===== config.mk =====
export PLATFORM = sky130hd
export DESIGN_NAME = chocorol_secuenciador_flat
export DESIGN_NICKNAME = d
export VERILOG_FILES = /design/src/rtl/chocorol_pkg.sv /design/src/rtl/chocorol_secuenciador_if.sv /design/src/rtl/chocorol_prog_buf.sv /design/src/rtl/chocorol_secuenciador.sv /design/src/flat_wrapper.sv
export SDC_FILE = /design/constraint.sdc
export NUM_CORES = 1
export LEC_CHECK = 0
export CORE_UTILIZATION = 55
export CTS_CLUSTER_DIAMETER = 40
export CTS_CLUSTER_SIZE = 24
export DETAILED_ROUTE_END_ITERATION = 6
export PLACE_DENSITY = 0.78
export SLEW_MARGIN = 40
export SYNTH_ARGS = -nofsm -noshare
export SYNTH_HDL_FRONTEND = slang
export SYNTH_HIERARCHICAL = 1
export SYNTH_SLANG_ARGS = --single-unit

===== constraint.sdc =====
create_clock -name clk -period 8.6 [get_ports clk]
set_input_delay 1.29 -clock clk [delete_from_list [all_inputs] [get_ports clk]]
set_output_delay 1.29 -clock clk [all_outputs]
set_load 0.05 [all_outputs]

===== src/rtl/chocorol_pkg.sv =====
// Shared types and constants for the chocorol program sequencer: instruction
// field widths, ALU opcodes, sequencer state encoding and opcode helpers.
package chocorol_pkg;

  localparam int INSTR_W = 20;
  localparam int ADDR_W  = 6;
  localparam int OPC_W   = 8;
  localparam int DATA_W  = 32;

  localparam logic [OPC_W-1:0] OP_SUMA  = 8'h00;
  localparam logic [OPC_W-1:0] OP_RESTA = 8'h01;
  localparam logic [OPC_W-1:0] OP_AND   = 8'h02;
  localparam logic [OPC_W-1:0] OP_OR    = 8'h03;
  localparam logic [OPC_W-1:0] OP_MUL   = 8'h07;

  typedef enum logic [2:0] {
    IDLE  = 3'd0,
    ISSUE = 3'd1,
    WAIT  = 3'd2,
    PUSH  = 3'd3,
    FIN   = 3'd4
  } seq_state_e;

  function automatic logic [OPC_W-1:0] instr_opcode(input logic [INSTR_W-1:0] instr);
    return instr[OPC_W-1:0];
  endfunction

  function automatic logic [ADDR_W-1:0] instr_dl1(input logic [INSTR_W-1:0] instr);
    return instr[INSTR_W-1 -: ADDR_W];
  endfunction

  function automatic logic opcode_is_legal(input logic [OPC_W-1:0] opc);
    logic legal_s;
    case (opc)
      OP_SUMA, OP_RESTA, OP_AND, OP_OR, OP_MUL: legal_s = 1'b1;
      default:                                  legal_s = 1'b0;
    endcase
    return legal_s;
  endfunction

endpackage


===== src/rtl/chocorol_secuenciador_if.sv =====
// Host/datapath/result bundle of the chocorol sequencer. The slave modport is
// the sequencer's view, the master modport is the host/datapath/consumer view.
interface chocorol_secuenciador_if #(
  parameter int AW = 4
);
  import chocorol_pkg::*;

  logic                prog_we;
  logic [AW-1:0]       prog_addr;
  logic [INSTR_W-1:0]  prog_data;
  logic                start;
  logic [AW:0]         count;
  logic                busy;
  logic                done;
  logic [INSTR_W-1:0]  instruccion;
  logic [DATA_W-1:0]   q_final;
  logic                res_valid;
  logic                res_ready;
  logic [DATA_W-1:0]   res_data;
  logic [AW-1:0]       res_idx;
  logic                err;

  modport slave (
    input  prog_we, prog_addr, prog_data, start, count, q_final, res_ready,
    output busy, done, instruccion, res_valid, res_data, res_idx, err
  );

  modport master (
    output prog_we, prog_addr, prog_data, start, count, q_final, res_ready,
    input  busy, done, instruccion, res_valid, res_data, res_idx, err
  );

endinterface


===== src/rtl/chocorol_prog_buf.sv =====
// Program buffer: DEPTH x INSTR_W register array with synchronous write and
// combinational read. Contents are intentionally not reset.
module chocorol_prog_buf
  import chocorol_pkg::*;
#(
  parameter int DEPTH = 16,
  parameter int AW    = $clog2(DEPTH)
) (
  input  logic               clk,
  input  logic               we,
  input  logic [AW-1:0]      waddr,
  input  logic [INSTR_W-1:0] wdata,
  input  logic [AW-1:0]      raddr,
  output logic [INSTR_W-1:0] rdata
);

  logic [INSTR_W-1:0] mem_r [DEPTH];

  // Storage write port.
  always_ff @(posedge clk) begin
    if (we) begin
      mem_r[waddr] <= wdata;
    end
  end

  assign rdata = mem_r[raddr];

endmodule


===== src/rtl/chocorol_secuenciador.sv =====
// Program sequencer for the chocorol datapath: issues buffered instructions,
// waits an opcode-dependent latency and streams q_final over valid/ready.
// Optional illegal-opcode screening: define CHOCOROL_OPCODE_CHECK_EN.
module chocorol_secuenciador
  import chocorol_pkg::*;
#(
  parameter int DEPTH   = 16,
  parameter int AW      = $clog2(DEPTH),
  parameter int ALU_LAT = 1,
  parameter int MUL_LAT = 3
) (
  input logic                 clk,
  input logic                 rst_n,
  chocorol_secuenciador_if.slave bus
);

  localparam int LAT_MAX = (MUL_LAT > ALU_LAT) ? MUL_LAT : ALU_LAT;
  localparam int LAT_W   = $clog2(LAT_MAX + 1);

  seq_state_e          state_r, state_s;
  logic [AW-1:0]       pc_r, pc_s;
  logic [AW:0]         cnt_r, cnt_s;
  logic [LAT_W-1:0]    wait_r, wait_s;
  logic [INSTR_W-1:0]  instr_r, instr_s;
  logic                res_valid_r, res_valid_s;
  logic [DATA_W-1:0]   res_data_r, res_data_s;
  logic [AW-1:0]       res_idx_r, res_idx_s;
  logic                err_r, err_s;
  logic                busy_r, done_r;
  logic [INSTR_W-1:0]  rd_word_s;
  logic                last_s;
  logic                buf_we_s;

  // Writes are only honoured while no run is in flight.
  assign buf_we_s = bus.prog_we && ((state_r == IDLE) || (state_r == FIN));

  chocorol_prog_buf #(
    .DEPTH (DEPTH),
    .AW    (AW)
  ) u_prog_buf (
    .clk   (clk),
    .we    (buf_we_s),
    .waddr (bus.prog_addr),
    .wdata (bus.prog_data),
    .raddr (pc_r),
    .rdata (rd_word_s)
  );

  assign last_s = ({1'b0, pc_r} == (cnt_r - (AW+1)'(1)));

  // Next-state and datapath-register update logic.
  always_comb begin
    state_s     = state_r;
    pc_s        = pc_r;
    cnt_s       = cnt_r;
    wait_s      = wait_r;
    instr_s     = instr_r;
    res_valid_s = res_valid_r;
    res_data_s  = res_data_r;
    res_idx_s   = res_idx_r;
    err_s       = err_r;
    case (state_r)
      IDLE: begin
        if (bus.start) begin
          err_s = 1'b0;
          if (bus.count != (AW+1)'(0)) begin
            cnt_s   = (bus.count > (AW+1)'(DEPTH)) ? (AW+1)'(DEPTH) : bus.count;
            pc_s    = {AW{1'b0}};
            state_s = ISSUE;
          end else begin
            state_s = FIN;
          end
        end else begin
          state_s = IDLE;
        end
      end
      ISSUE: begin
`ifdef CHOCOROL_OPCODE_CHECK_EN
        if (!opcode_is_legal(instr_opcode(rd_word_s))) begin
          // Illegal word is skipped: nothing driven, no result produced.
          err_s = 1'b1;
          if (last_s) begin
            state_s = FIN;
          end else begin
            pc_s    = pc_r + AW'(1);
            state_s = ISSUE;
          end
        end else begin
          instr_s = rd_word_s;
          wait_s  = (instr_opcode(rd_word_s) == OP_MUL) ? LAT_W'(MUL_LAT) : LAT_W'(ALU_LAT);
          state_s = WAIT;
        end
`else
        instr_s = rd_word_s;
        wait_s  = (instr_opcode(rd_word_s) == OP_MUL) ? LAT_W'(MUL_LAT) : LAT_W'(ALU_LAT);
        state_s = WAIT;
`endif
      end
      WAIT: begin
        if (wait_r == LAT_W'(1)) begin
          res_data_s  = bus.q_final;
          res_idx_s   = pc_r;
          res_valid_s = 1'b1;
          state_s     = PUSH;
        end else begin
          wait_s = wait_r - LAT_W'(1);
        end
      end
      PUSH: begin
        if (res_valid_r && bus.res_ready) begin
          res_valid_s = 1'b0;
          if (last_s) begin
            state_s = FIN;
          end else begin
            pc_s    = pc_r + AW'(1);
            state_s = ISSUE;
          end
        end else begin
          state_s = PUSH;
        end
      end
      FIN: begin
        state_s = IDLE;
      end
      default: begin
        state_s = IDLE;
      end
    endcase
  end

  // State and output registers; busy/done are derived from the next state.
  always_ff @(posedge clk or negedge rst_n) begin
    if (!rst_n) begin
      state_r     <= IDLE;
      pc_r        <= {AW{1'b0}};
      cnt_r       <= {(AW+1){1'b0}};
      wait_r      <= {LAT_W{1'b0}};
      instr_r     <= {INSTR_W{1'b0}};
      res_valid_r <= 1'b0;
      res_data_r  <= {DATA_W{1'b0}};
      res_idx_r   <= {AW{1'b0}};
      err_r       <= 1'b0;
      busy_r      <= 1'b0;
      done_r      <= 1'b0;
    end else begin
      state_r     <= state_s;
      pc_r        <= pc_s;
      cnt_r       <= cnt_s;
      wait_r      <= wait_s;
      instr_r     <= instr_s;
      res_valid_r <= res_valid_s;
      res_data_r  <= res_data_s;
      res_idx_r   <= res_idx_s;
      err_r       <= err_s;
      busy_r      <= (state_s == ISSUE) || (state_s == WAIT) || (state_s == PUSH);
      done_r      <= (state_s == FIN);
    end
  end

  assign bus.busy        = busy_r;
  assign bus.done        = done_r;
  assign bus.instruccion = instr_r;
  assign bus.res_valid   = res_valid_r;
  assign bus.res_data    = res_data_r;
  assign bus.res_idx     = res_idx_r;
  assign bus.err         = err_r;

endmodule

===== src/flat_wrapper.sv =====
// flat-port wrapper written by rule: the top's interface ports become plain ports
module chocorol_secuenciador_flat import chocorol_pkg::*;
#(
  parameter int DEPTH   = 16,
  parameter int AW      = $clog2(DEPTH),
  parameter int ALU_LAT = 1,
  parameter int MUL_LAT = 3
)
  (clk, rst_n, bus_prog_we, bus_prog_addr, bus_prog_data, bus_start, bus_count, bus_q_final, bus_res_ready, bus_busy, bus_done, bus_instruccion, bus_res_valid, bus_res_data, bus_res_idx, bus_err);
  chocorol_secuenciador_if #(.AW(AW)) bus_i ();
  input logic clk;
  input logic rst_n;
  input wire logic [$bits(bus_i.prog_we)-1:0] bus_prog_we;
  input wire logic [$bits(bus_i.prog_addr)-1:0] bus_prog_addr;
  input wire logic [$bits(bus_i.prog_data)-1:0] bus_prog_data;
  input wire logic [$bits(bus_i.start)-1:0] bus_start;
  input wire logic [$bits(bus_i.count)-1:0] bus_count;
  input wire logic [$bits(bus_i.q_final)-1:0] bus_q_final;
  input wire logic [$bits(bus_i.res_ready)-1:0] bus_res_ready;
  output wire logic [$bits(bus_i.busy)-1:0] bus_busy;
  output wire logic [$bits(bus_i.done)-1:0] bus_done;
  output wire logic [$bits(bus_i.instruccion)-1:0] bus_instruccion;
  output wire logic [$bits(bus_i.res_valid)-1:0] bus_res_valid;
  output wire logic [$bits(bus_i.res_data)-1:0] bus_res_data;
  output wire logic [$bits(bus_i.res_idx)-1:0] bus_res_idx;
  output wire logic [$bits(bus_i.err)-1:0] bus_err;
  assign bus_i.prog_we = bus_prog_we;
  assign bus_i.prog_addr = bus_prog_addr;
  assign bus_i.prog_data = bus_prog_data;
  assign bus_i.start = bus_start;
  assign bus_i.count = bus_count;
  assign bus_i.q_final = bus_q_final;
  assign bus_i.res_ready = bus_res_ready;
  assign bus_busy = bus_i.busy;
  assign bus_done = bus_i.done;
  assign bus_instruccion = bus_i.instruccion;
  assign bus_res_valid = bus_i.res_valid;
  assign bus_res_data = bus_i.res_data;
  assign bus_res_idx = bus_i.res_idx;
  assign bus_err = bus_i.err;
  chocorol_secuenciador #(.DEPTH(DEPTH), .AW(AW), .ALU_LAT(ALU_LAT), .MUL_LAT(MUL_LAT)) u_core (.clk(clk), .rst_n(rst_n), .bus(bus_i));
endmodule

==> flow_summary.ini, run 1 <==
[pwr]
powerDensity_mw_per_mm2 = 217
p_leak_nw = 6.49
finalPower_mw = 3.98
peakVddDrop_v = 0.000138

[placed_design]
routabilityCongestion = 0.789
place_inst = 1174
port_buffers = 124
dp_hpwl_um = 17900

[min_path]
hp-class = flip-flop to flip-flop
holdPathEnd = u_core/wait_r[0]$_DFFE_PN0P_
hp-start = u_core/wait_r[0]$_DFFE_PN0P_
hold_path_depth = 1

[logic_synthesis]
syn_area_mm2 = 0.0152
synth_nets = 803
yosys.area.top_type = edfxtp_1
synthTopCellsByArea = edfxtp_1 (63%), dfrtp_1 (12%), mux4_2 (9.5%)
yosys_warnings = 6
synth_top_cell_area_share_pct = 63.1
avgSynthCellArea_um2 = 20.7
yosysSeqAreaShare_pct = 75.1
ys.flop_type = edfxtp_1
async_reset_ff_share_pct = 18.6
synth_edf_count = 320
syn_inst = 734
ys_ff_latch = 393
synth.distinct_cells = 48

[timing]
min_period_over_period_pct = 42.3
worst_pin_slew_ns = 0.762
clock_skew_ns = 0.0138
finalSetupTns_ns = 0
rsz0062_at_grt = false
whs_ns = 0.500
slew_headroom_pct = 49.1
setup_violations = 0
layout_min_cycle_time_ns = 3.64
finalHoldViolations = 0
slew_violations = 0
clock.fmax_ghz = 0.275

[critical_path]
path_max_fanout = 46
crit_required_ns = 9.06
worst-setup-path-type = flip-flop to flip-flop
r2r_end = u_core/wait_r[1]$_DFFE_PN0P_
endpoint_kind = flip-flop
crit_arrival_ns = 4.10
rr_startpoint = u_core/pc_r[0]$_DFFE_PN0P_
worst_setup_path_start_kind = flip-flop
reg2reg_slack_ns = 4.96
r2r_cells = 8

[floorplan]
die_h_um = 168
start_util_pct = 56.3
die_w_um = 168
std_cell_rows = 60
coreArea_mm2 = 0.0270
design.die.area_mm2 = 0.0283
boundaryPins = 126

[clock_network]
ctsHtreeMaxLevel = 2
cts.clk_slew.worst_paths_ns = 0.06
ctsLongestPathBuffers = 3
cts_tree = yes
postCtsResizedCells = 0
cts-hold-fix-buffers = 0
cts_root_buf = clkbuf_16
postCtsSetupRepairBufs = 0
clkSinkCount = 393
insertion_delay_ns = 0.53
numCtsBuffers = 41

[route]
ant_nets = 0
wl_met1_um = 12400
highest_layer = met4
viasPerCell = 6.16
drt-wirelength-per-cell_um = 24.6
drtIter0Drc = 713
drt-pass1-iter-count = 4
drc = 0
route.met3.wl_um = 2340
routed_wl_um = 30800
route.met2.wl_um = 15100
vias = 7696

[global_route]
grt_pass1_vias = 7839
grt_max_degree = 74
grt_pass1_wl_um = 46700
grt_remaining_overflow = 0
grt_usage_pct = 22.3
antenna_found_initial = 0

[final_layout]
insertedDiodeCount = 0
drive_gt1_share_pct = 25.7
stdcell_count = 1249
num-nets-final = 945
area_delta_synth_final_pct = 20.5
fin_util_pct = 67.8
fillers = 1658

[outcome]
status = completed

[flow_run]
cap_violations = 0
where the power goes:
part | internal, mW | switching (mW)
logic | 0.0392 | 0.0511
registers | 2.06 | 0.00302
clock network | 1.06 | 0.762
kinds of logic after synthesis:
family	synth area share, %
multiplexers	16.6
flip-flops	75.1
buffers and inverters	1.54
adder cells (fa/ha/maj)	0.247
other	0.0246
AND/OR/NAND/NOR	3.17
AO/OA/AOI/OAI	2.84
XOR/XNOR	0.386
layer usage:
metal / GRT usage, % / up-vias
li1: - / 3293
met1: 30.7 / 3986
met2: 36.4 / 351
met3: 3.93 / 66
met4: 7.79 / 0
met5: 0 / -
state kept, by name (all words and copies together) (netlist names):
signal and flops:
u_core/bus.instruccion 20, u_core/bus.busy 1, u_core/bus.res_valid 1, u_core/bus.res_data 32, u_core/bus.res_idx 4, u_core/state_r 3
u_core/wait_r 2, u_core/cnt_r 5, u_core/bus.done 1, u_core/pc_r 4, u_core/u_prog_buf/mem_r 320
synthesized netlist by cell type, types with 4 or more instances:
library cell,count
buf_4,5
a22oi_1,40
edfxtp_1,320
mux4_2,64
a21oi_1,4
clkbuf_1,16
nand3b_1,6
nor2_1,15
mux2i_1,4
buf_6,5
nand2_1,38
dfrtp_1,73
nor3_1,6
inv_1,8
buf_2,10
mux4_1,16
mux2_2,56
how the worst max path moves through the flow:
stage                                     startpoint                                  endpoint  slack, ns  cells past startpoint
after detailed placement  u_core/pc_r[0]$_DFFE_PN0P_              u_core/wait_r[1]$_DFFE_PN0P_       4.90                      8
after CTS                 u_core/pc_r[0]$_DFFE_PN0P_              u_core/wait_r[1]$_DFFE_PN0P_       4.89                      8
after floorplan                          bus_prog_we   u_core/u_prog_buf/mem_r[0][0]$_DFFE_PP_       4.84                      3
after global routing      u_core/pc_r[0]$_DFFE_PN0P_              u_core/wait_r[1]$_DFFE_PN0P_       4.74                      8
final                     u_core/pc_r[0]$_DFFE_PN0P_              u_core/wait_r[1]$_DFFE_PN0P_       4.96                      8
after global placement                   bus_prog_we  u_core/u_prog_buf/mem_r[1][17]$_DFFE_PP_       4.68                      4
critical path, stage by stage, from the launching register on:
cell and delay, ns:
dfrtp_4 0.93, buf_6 0.60, mux4_1 0.64, a22oi_1 0.29, nand2_1 0.13, or4_1 0.47
nor3_1 0.27, a21oi_1 0.08, mux2i_1 0.13
placed cells by master, fill, tap and decap left out, types with 4 or more instances in the layout:
master,instances
mux4_1,16
nand2_1,38
nand3b_1,6
nor2_2,4
a21oi_1,4
mux4_2,64
clkbuf_16,43
inv_6,8
dfrtp_1,71
a22oi_1,40
nor2_4,9
buf_4,9
bufinv_16,4
inv_1,8
clkdlybuf4s50_1,123
edfxtp_1,320
mux2i_1,4
mux2_2,56
nor3_2,4
cell type report:
type | count | area (µm²) | share of cell area, %
flip-flops and latches | 393 | 11400 | 62.4
multi-input cells | 297 | 3670 | 20.0
repair buffers | 135 | 1330 | 7.27
clock buffers | 45 | 1080 | 5.91
well taps | 341 | 427 | 2.33
clock inverters | 30 | 348 | 1.90
inverters | 8 | 30.0 | 0.164
stage by stage:
step	cell area [µm²]	worst slack, ns
finish	18300	4.96
CTS	18300	4.89
global route	18300	4.74
floorplan	15200	4.84
global placement	16800	4.68
detailed placement	16900	4.90
(Power assumes the default switching activity.)
==> run 2, diff against run 1 <==
clock period = 3.6 ns   (was 8.6 ns; I/O delays follow)
==> run 2 against run 1 <==
Net effect: global-route usage up 1.2 points; combinational power increased by 130%; non-clock buffer count rose by 22; flip-flop and latch count is the same; critical path depth shrank 1.
==> flow_summary.ini, run 2 (same netlist as run 1, synthesis figures left out) <==
[route]
drtIter0Drc = 841
ant_nets = 0
vias = 7743
drt-wirelength-per-cell_um = 25.4
viasPerCell = 6.15
drc = 0
drt-pass1-iter-count = 4
routed_wl_um = 32000

[timing]
setup_violations = 0
worst_pin_slew_ns = 0.723
min_period_over_period_pct = 79.6
clock.fmax_ghz = 0.349
layout_min_cycle_time_ns = 2.86
clock_skew_ns = 0.0152
fin_ws_ns = 0.736
finalHoldViolations = 0
slew_violations = 0
slew_headroom_pct = 51.2
finalSetupTns_ns = 0
rsz0062_at_grt = false

[global_route]
grt_pass1_vias = 7981
antenna_found_initial = 0
grt_remaining_overflow = 0
grt_usage_pct = 23.5
grt_pass1_wl_um = 48600
grt_max_degree = 74

[placed_design]
place_ws_ns = 0.754
dp_hpwl_um = 19600
port_buffers = 124
routabilityCongestion = 0.806
place_area_mm2 = 0.0170

[clock_network]
postCtsSetupRepairBufs = 0
postCtsResizedCells = 0
ctsLongestPathBuffers = 3
cts-hold-fix-buffers = 0
cts_root_buf = clkbuf_16
cts.clk_slew.worst_paths_ns = 0.08
cts_tree = yes
insertion_delay_ns = 0.52
numCtsBuffers = 36
clkSinkCount = 393
ctsHtreeMaxLevel = 2

[critical_path]
worst_setup_path_start_kind = flip-flop
crit_arrival_ns = 3.31
path_max_fanout = 31
r2r_end = u_core/wait_r[1]$_DFFE_PN0P_
cp-startpoint = u_core/pc_r[0]$_DFFE_PN0P_
r2r_cells = 7
rr_startpoint = u_core/pc_r[0]$_DFFE_PN0P_
crit_required_ns = 4.04
reg2reg_slack_ns = 0.74
worst-setup-path-type = flip-flop to flip-flop
endpoint_kind = flip-flop
cp-endpoint = u_core/wait_r[1]$_DFFE_PN0P_

[final_layout]
fin_util_pct = 67.6
ff_latch_area_mm2 = 0.0114
drive_gt1_share_pct = 26.7
multiInputGateArea_mm2 = 0.00361
final_area_mm2 = 0.0183
num-nets-final = 962
final_common_cell = edfxtp_1
largest_reg_flops = 320
fillers = 1656
top_register = u_core/u_prog_buf/mem_r
final_cell_mix = edfxtp_1 (320), clkdlybuf4s50_1 (123), dfrtp_1 (71), mux4_2 (64), mux2_2 (56)
insertedDiodeCount = 0
area_delta_synth_final_pct = 20.0

[floorplan]
design.die.area_mm2 = 0.0283
boundaryPins = 126
std_cell_rows = 60
die_w_um = 168
start_util_pct = 56.3
coreArea_mm2 = 0.0270
die_h_um = 168

[pwr]
p_leak_nw = 6.51
powerDensity_mw_per_mm2 = 496
peakVddDrop_v = 0.000296

[outcome]
status = completed

[min_path]
hp-class = input pin to async pin

[flow_run]
cap_violations = 0
## run 2: cell count changes in the layout (fill, tap and decap cells not counted), sizes merged
| cell | previous run | this run |
|---|---|---|
| buf | 12 | 34 |
| clkbuf | 45 | 41 |
| inv | 20 | 17 |
| clkinvlp | 4 | 2 |
| bufinv | 4 | 3 |
| clkinv | 10 | 9 |
## run 2: worst min-delay path by stage
stage / from / to
after CTS: rst_n / u_core/bus.instruccion[5]$_DFFE_PN0P_
after global placement: u_core/wait_r[0]$_DFFE_PN0P_ / u_core/wait_r[0]$_DFFE_PN0P_
final: rst_n / u_core/bus.instruccion[5]$_DFFE_PN0P_
after global routing: rst_n / u_core/bus.instruccion[5]$_DFFE_PN0P_
after floorplan: rst_n / u_core/bus.busy$_DFF_PN0_
after detailed placement: u_core/bus.res_data[0]$_DFFE_PN0P_ / u_core/bus.res_data[0]$_DFFE_PN0P_
## run 2: critical path, stage by stage, from the launching register on
cell and delay (ns):
dfrtp_4 0.81, mux4_1 0.64, a22oi_1 0.22, nand2_1 0.11
or4_1 0.61, nor3_1 0.20, a21oi_1 0.06, mux2i_1 0.13
## run 2: layer usage
| layer | vias to the layer above | share of wire (%) | track usage, % |
|---|---|---|---|
| met5 | - | 0 | 0 |
| met4 | 0 | 3.3 | 8.89 |
| met3 | 67 | 7.3 | 4.35 |
| met2 | 351 | 50 | 39.3 |
| met1 | 4003 | 39 | 31.0 |
| li1 | 3322 | - | - |
## run 2: report_power, final
group	switching, mW	leakage (nW)	total [mW]	internal [mW]
Sequential	0.00772	3.86	4.93	4.92
Combinational	0.112	2.05	0.207	0.0944
Clock	1.73	0.601	3.93	2.20
Total	1.85	6.51	9.06	7.21
## run 2: cell type report
| class | instances | share of cell area (%) |
|---|---|---|
| flip-flops and latches | 393 | 62.7 |
| multi-input cells | 297 | 19.8 |
| repair buffers | 157 | 8.23 |
| clock buffers | 41 | 5.21 |
| well taps | 341 | 2.34 |
| clock inverters | 23 | 1.60 |
| inverters | 8 | 0.164 |
## run 2: through the flow
stage / total power, mW / hold slack [ns] / instances
after floorplan: 5.08 / 0.244 / 734
after global placement: 5.23 / 0.483 / 1196
after detailed placement: 5.23 / 0.494 / 1196
after CTS: 9.13 / 0.0639 / 1260
after global routing: 9.33 / 0.100 / 1260
final: 9.06 / 0.0472 / 1260
